### src/rtl/regfile_write_scheduler_pkg.sv
// Shared types and constants for the register-file write scheduler.
package regfile_write_scheduler_pkg;

  localparam int NUM_REGS   = 32;
  localparam int REG_ADDR_W = 5;
  localparam int DATA_W     = 32;
  localparam logic [REG_ADDR_W-1:0] REG_ZERO = 5'd0;

  typedef struct packed {
    logic [REG_ADDR_W-1:0] addr;
    logic [DATA_W-1:0]     data;
  } rf_wr_entry_t;

endpackage

### src/rtl/rfws_fifo.sv
// DEPTH-entry synchronous FIFO of pending multi-cycle register writes.
// Head entry is presented combinationally; storage itself is not reset.
module rfws_fifo
  import regfile_write_scheduler_pkg::*;
#(
  parameter int DEPTH = 2
) (
  input  logic         clock,
  input  logic         reset,
  input  logic         push,
  input  logic         pop,
  input  rf_wr_entry_t wrEntry,
  output rf_wr_entry_t rdEntry,
  output logic         full,
  output logic         empty
);

  localparam int PTR_W = (DEPTH > 1) ? $clog2(DEPTH) : 1;
  localparam int CNT_W = $clog2(DEPTH + 1);

  rf_wr_entry_t      mem [DEPTH];
  logic [PTR_W-1:0]  wrPtr;
  logic [PTR_W-1:0]  rdPtr;
  logic [CNT_W-1:0]  count;

  // DEPTH is a power of two, so pointers wrap naturally.
  always_ff @(posedge clock or posedge reset) begin
    if (reset) begin
      wrPtr <= '0;
      rdPtr <= '0;
      count <= '0;
    end else begin
      if (push) wrPtr <= wrPtr + PTR_W'(1);
      if (pop)  rdPtr <= rdPtr + PTR_W'(1);
      case ({push, pop})
        2'b10:   count <= count + CNT_W'(1);
        2'b01:   count <= count - CNT_W'(1);
        default: count <= count;
      endcase
    end
  end

  always_ff @(posedge clock) begin
    if (push) mem[wrPtr] <= wrEntry;
  end

  assign rdEntry = mem[rdPtr];
  assign full    = (count == CNT_W'(DEPTH));
  assign empty   = (count == '0);

endmodule

### src/rtl/regfile_write_scheduler.sv
// Arbitrates the register-file write port between WB and the multi-cycle unit,
// tracks reserved destinations and stalls ID. Optional macro: RFWS_STALL_CNT_EN.
module regfile_write_scheduler
  import regfile_write_scheduler_pkg::*;
#(
  parameter int DEPTH = 2
`ifdef RFWS_STALL_CNT_EN
  , parameter int STALL_CNT_W = 32
`endif
) (
  input  logic                  Clock,
  input  logic                  Reset,
  input  logic                  WB_RegWrite,
  input  logic [REG_ADDR_W-1:0] WB_WriteAddress,
  input  logic [DATA_W-1:0]     WB_WriteData,
  input  logic                  MC_Valid,
  output logic                  MC_Ready,
  input  logic [REG_ADDR_W-1:0] MC_WriteAddress,
  input  logic [DATA_W-1:0]     MC_WriteData,
  input  logic                  MC_Issue,
  input  logic [REG_ADDR_W-1:0] MC_IssueAddress,
  input  logic [REG_ADDR_W-1:0] ID_ReadAddr1,
  input  logic [REG_ADDR_W-1:0] ID_ReadAddr2,
  input  logic [REG_ADDR_W-1:0] ID_DestAddr,
  input  logic                  ID_DestValid,
  output logic                  RF_RegWrite,
  output logic [REG_ADDR_W-1:0] RF_WriteAddress,
  output logic [DATA_W-1:0]     RF_WriteData,
  output logic                  ID_Stall,
  output logic [NUM_REGS-1:0]   Pending
`ifdef RFWS_STALL_CNT_EN
  ,
  output logic [STALL_CNT_W-1:0] StallCount
`endif
);

  rf_wr_entry_t          headEntry;
  rf_wr_entry_t          mcEntry;
  logic                  fifoFull;
  logic                  fifoEmpty;
  logic                  fifoPush;
  logic                  fifoPop;
  logic                  bypass;
  logic                  portWrite;
  logic [REG_ADDR_W-1:0] portAddr;
  logic [DATA_W-1:0]     portData;
  logic                  commitValid;
  logic [REG_ADDR_W-1:0] commitAddr;
  logic [NUM_REGS-1:0]   pendingQ;
  logic [NUM_REGS-1:0]   pendingNext;

  assign mcEntry  = '{addr: MC_WriteAddress, data: MC_WriteData};
  assign MC_Ready = !fifoFull;

  rfws_fifo #(.DEPTH(DEPTH)) uFifo (
    .clock   (Clock),
    .reset   (Reset),
    .push    (fifoPush),
    .pop     (fifoPop),
    .wrEntry (mcEntry),
    .rdEntry (headEntry),
    .full    (fifoFull),
    .empty   (fifoEmpty)
  );

  // WB is never stalled, so it always wins; queued results beat a fresh bypass.
  always_comb begin
    portWrite = 1'b0;
    portAddr  = WB_WriteAddress;
    portData  = WB_WriteData;
    fifoPop   = 1'b0;
    bypass    = 1'b0;
    if (WB_RegWrite) begin
      portWrite = 1'b1;
    end else if (!fifoEmpty) begin
      portWrite = 1'b1;
      portAddr  = headEntry.addr;
      portData  = headEntry.data;
      fifoPop   = 1'b1;
    end else if (MC_Valid) begin
      portWrite = 1'b1;
      portAddr  = MC_WriteAddress;
      portData  = MC_WriteData;
      bypass    = 1'b1;
    end
  end

  assign fifoPush    = MC_Valid && MC_Ready && !bypass;
  assign commitValid = fifoPop || bypass;
  assign commitAddr  = fifoPop ? headEntry.addr : MC_WriteAddress;

  assign RF_RegWrite     = portWrite && (portAddr != REG_ZERO) && !Reset;
  assign RF_WriteAddress = portAddr;
  assign RF_WriteData    = portData;

  // A fresh reservation outlives a commit of the previous result to the same register.
  always_comb begin
    pendingNext = pendingQ;
    if (commitValid) pendingNext[commitAddr] = 1'b0;
    if (MC_Issue)    pendingNext[MC_IssueAddress] = 1'b1;
    pendingNext[REG_ZERO] = 1'b0;
  end

  always_ff @(posedge Clock or posedge Reset) begin
    if (Reset) pendingQ <= '0;
    else       pendingQ <= pendingNext;
  end

  assign Pending  = pendingQ;
  assign ID_Stall = pendingQ[ID_ReadAddr1] | pendingQ[ID_ReadAddr2]
                  | (ID_DestValid & pendingQ[ID_DestAddr]);

`ifdef RFWS_STALL_CNT_EN
  always_ff @(posedge Clock or posedge Reset) begin
    if (Reset)                          StallCount <= '0;
    else if (ID_Stall && ~&StallCount)  StallCount <= StallCount + STALL_CNT_W'(1);
  end
`endif

endmodule

### config.mk
export PLATFORM = sky130hd
export DESIGN_NAME = regfile_write_scheduler
export DESIGN_NICKNAME = d
export VERILOG_FILES = /design/src/rtl/regfile_write_scheduler_pkg.sv /design/src/rtl/rfws_fifo.sv /design/src/rtl/regfile_write_scheduler.sv
export SDC_FILE = /design/constraint.sdc
export NUM_CORES = 1
export LEC_CHECK = 0
export CAP_MARGIN = 20
export CORE_AREA = 2 2 122 124
export CTS_CLUSTER_DIAMETER = 100
export DETAILED_ROUTE_END_ITERATION = 10
export DIE_AREA = 0 0 124 126
export GPL_ROUTABILITY_DRIVEN = 1
export PLACE_DENSITY = 0.69
export REMOVE_ABC_BUFFERS = 1
export SYNTH_ARGS = -nofsm -noshare
export SYNTH_HDL_FRONTEND = slang
export SYNTH_SLANG_ARGS = --single-unit
### constraint.sdc
create_clock -name Clock -period 5.9 [get_ports Clock]
set_clock_uncertainty 0.15 [all_clocks]
set_input_delay 1.77 -clock Clock [delete_from_list [all_inputs] [get_ports Clock]]
set_output_delay 1.77 -clock Clock [all_outputs]
set_load 0.005 [all_outputs]
==> results.json <==
{
  "grt_setup_unrepaired": "false",
  "grt_pass1_vias": 4616,
  "layout.core_utilization": 0.5579,
  "tightest_slew_ns": 0.8768,
  "clock_tree_from_tritoncts": "done",
  "synth_top_flop_cell": "sky130_fd_sc_hd__edfxtp_1",
  "worst_setup_path_end_kind": "output port",
  "fraction_of_final_layout_cells_sized_beyond_drive_strength_1": 0.1262,
  "whs_path_cells": 1,
  "register_area_share_after_synthesis": 0.5516,
  "grt_antenna_before_repair": 0,
  "drc_errors": 0,
  "place_congestion": 0.8301,
  "layout_commonest_cell": "sky130_fd_sc_hd__clkdlybuf4s50_1",
  "floorplan.initialDensity": 0.3924,
  "clock_tree.root_cell": "sky130_fd_sc_hd__clkbuf_16",
  "critical_path_peak_fanout": 33,
  "startpoint_type": "input pin",
  "syn-instance-count": 428,
  "routedWlPerCell_um": 19.39,
  "total_leakage_power_nw": 2.857,
  "clock_tree.buffer_depth": 2,
  "nets": 706,
  "core_area_um2": 14310,
  "overflow": 0,
  "critical_path_class": "in -> out",
  "first_pass_grt_wire_length_um": 24030,
  "worst_hold_path_type": "reg -> reg",
  "clk_pin_slew_worst_paths_ns": 0.07,
  "dieWidth_um": 124,
  "yosys_warnings": 0,
  "worst-r2r-cell-count": 7,
  "synth_seq_cells": 109,
  "placement.io_buffers": 170,
  "route.detailed.vias_per_inst": 5.710,
  "globalRouteTotalUtil": 0.1992,
  "synth_simple_gate_area_frac": 0.06460,
  "synth-edff-count": 74,
  "finalWirelength_um": 15400,
  "power-per-cell-area_nw_per_um2": 420.0,
  "clkLatencyLatePin_ns": 0.34,
  "std_cell_rows": 44,
  "drt_pre_antenna_iters": 5,
  "placedCellCount": 774,
  "post_synth.cell_area_avg_um2": 13.12,
  "dp_worst_setup_slack_ns": -0.05900,
  "finalMaxSlewViolations": 0,
  "antenna-diode-count": 0,
  "finalCriticalPeriod_ns": 5.815,
  "stdcell_count": 794,
  "ant_nets": 0,
  "synth_compound_gate_area_share": 0.1535,
  "synth.area.mux_share": 0.1907,
  "ys_async_sr_fraction": 0.3211,
  "finish.instance_area_um2": 7985,
  "final-hold-violation-count": 0,
  "filler_instances": 1230,
  "synth_adder_area_share": 0.002228,
  "vdd_drop_max_uv": 189.5,
  "die-area_um2": 15620,
  "io-pin-count": 172,
  "finalCritPeriodShare": 0.9856,
  "drt-initial-drc-count": 232,
  "cts_sinks": 109,
  "cap_viol_max_count": 0,
  "finalWorstSetupSlack_ns": 0.08515,
  "synth-xor-area-share": 0.007797,
  "final-setup-viol-count": 0,
  "worstPathRequired_ns": 3.98,
  "syn_to_final_growth_pct": 42.17,
  "die_y_um": 126,
  "fmaxAchievable_ghz": 0.1720,
  "largest_net_degree_at_the_start_of_global_routing": 38,
  "post_synth_num_cell_types": 46,
  "clock_tree.htree_level_count": 3,
  "hpwl_um": 11430,
  "multiInputGateArea_um2": 2382,
  "worst-endpoint-arrival_ns": 3.89,
  "layout.area.seq_um2": 3099,
  "numCtsBuffers": 9,
  "outcome": "completed",
  "holdBufCountCts": 0,
  "top_library_cells_by_usage_in_the_layout_fill_and_taps_aside": "168 x sky130_fd_sc_hd__clkdlybuf4s50_1, 74 x sky130_fd_sc_hd__edfxtp_1, 66 x sky130_fd_sc_hd__o21ai_0, 46 x sky130_fd_sc_hd__mux2i_1, 34 x sky130_fd_sc_hd__dfrtp_1",
  "timing.slew.headroom": 0.4093,
  "placed_cell_area_um2": 7622,
  "routed-via-count": 4534,
  "syn_area_um2": 5617,
  "combinational_family_with_the_most_area_after_synthesis": "multiplexers"
}
## stage by stage
stage | hold slack, ns | power (mW) | TNS [ns]
global placement | 0.3852 | 2.705 | -0.02405
detailed placement | 0.3957 | 2.745 | -0.05900
floorplan | 0.3181 | 1.951 | 0
finish | 0.4148 | 3.354 | 0
CTS | 0.4158 | 3.351 | 0
global route | 0.4432 | 3.553 | 0
## final timing paths
kind | startpoint | to | slack (ns)
min reg2reg | uFifo.wrPtr$_DFFE_PP0P_ | uFifo.wrPtr$_DFFE_PP0P_ | 0.41
max | WB_RegWrite | RF_RegWrite | 0.09
max reg2reg | uFifo.count[0]$_DFFE_PP0P_ | Pending[27]$_DFF_PP0_ | 3.43
min in group asynchronous | Reset | uFifo.count[1]$_DFFE_PP0P_ | 1.72
min | uFifo.wrPtr$_DFFE_PP0P_ | uFifo.wrPtr$_DFFE_PP0P_ | 0.41
max in group asynchronous | Reset | uFifo.rdPtr$_DFFE_PP0N_ | 3.54
## state kept, by name, summed over array words and instances (netlist names)
signal,flops
uFifo.mem,74
uFifo.rdPtr,1
uFifo.wrPtr,1
uFifo.count,2
Pending,31
## cell usage after synthesis, types with 2 or more instances
cell	number	area (um2)
sky130_fd_sc_hd__nor2_1	12	45.04
sky130_fd_sc_hd__or3b_1	5	43.79
sky130_fd_sc_hd__a22oi_1	32	240.2
sky130_fd_sc_hd__mux2i_1	46	460.4
sky130_fd_sc_hd__inv_1	6	22.52
sky130_fd_sc_hd__or3b_2	3	26.28
sky130_fd_sc_hd__dfrtp_1	35	875.8
sky130_fd_sc_hd__nor3b_1	2	15.01
sky130_fd_sc_hd__nand4_1	2	12.51
sky130_fd_sc_hd__buf_6	2	22.52
sky130_fd_sc_hd__nand2_1	3	11.26
sky130_fd_sc_hd__nand3b_1	11	82.58
sky130_fd_sc_hd__nand3_1	5	25.02
sky130_fd_sc_hd__buf_4	2	15.01
sky130_fd_sc_hd__a21oi_1	3	15.01
sky130_fd_sc_hd__edfxtp_1	74	2222
sky130_fd_sc_hd__nor3_1	3	15.01
sky130_fd_sc_hd__buf_2	6	30.03
sky130_fd_sc_hd__o21ai_0	66	330.3
sky130_fd_sc_hd__o21ai_1	33	165.2
sky130_fd_sc_hd__clkbuf_1	11	41.29
sky130_fd_sc_hd__xnor2_1	4	35.03
sky130_fd_sc_hd__buf_1	6	22.52
sky130_fd_sc_hd__nor2b_1	3	18.77
sky130_fd_sc_hd__mux2_2	3	33.78
sky130_fd_sc_hd__a221o_1	4	40.04
sky130_fd_sc_hd__nand2b_1	2	12.51
sky130_fd_sc_hd__or3_1	3	18.77
sky130_fd_sc_hd__mux4_2	21	473.0
sky130_fd_sc_hd__mux2i_4	4	90.09
## power breakdown
| group | internal (mW) | leakage, nW | switching (mW) |
|---|---|---|---|
| Combinational | 0.835 | 1.61 | 0.597 |
| Sequential | 1.07 | 1.10 | 0.252 |
| Clock | 0.334 | 0.146 | 0.271 |
| Total | 2.23 | 2.86 | 1.12 |
## worst max-delay path, cell delays in order
cell and delay [ns]:
sky130_fd_sc_hd__clkdlybuf4s50_1 0.55, sky130_fd_sc_hd__nor4b_4 0.38, sky130_fd_sc_hd__buf_12 0.23, sky130_fd_sc_hd__a221o_1 0.22, sky130_fd_sc_hd__nor3_1 0.07, sky130_fd_sc_hd__a21oi_1 0.16, sky130_fd_sc_hd__clkdlybuf4s50_1 0.52
## cell families after synthesis
logic type / Yosys count
other: 1
multiplexers: 75
AO/OA/AOI/OAI: 145
XOR/XNOR: 5
flip-flops: 109
adder cells (fa/ha/maj): 1
buffers and inverters: 34
AND/OR/NAND/NOR: 58
## area by class of cell
cell class / count / share of cell area
clock buffer: 9 / 0.02820
timing repair buffer: 193 / 0.2427
inverter: 7 / 0.003917
clock inverter: 7 / 0.009872
sequential: 109 / 0.3881
multi-input combinational: 285 / 0.2983
tap: 184 / 0.02883
## repair_timing
item	4_1_cts	5_1_grt
endpoints found under the hold margin	0	0
buffers inserted	0	2
endpoints found under the setup margin	1	12
resized for setup	1	2
## routing by layer
layer	GRT usage	wire length [um]	share of wire	up-vias
met3	0.04121	1426	0.093	21
met5	0	0	0	-
met1	0.2683	6528	0.42	2209
met4	0.07601	261	0.017	0
li1	-	-	-	2058
met2	0.3171	7183	0.47	246
Note: power is estimated with default switching activity, not from simulation.
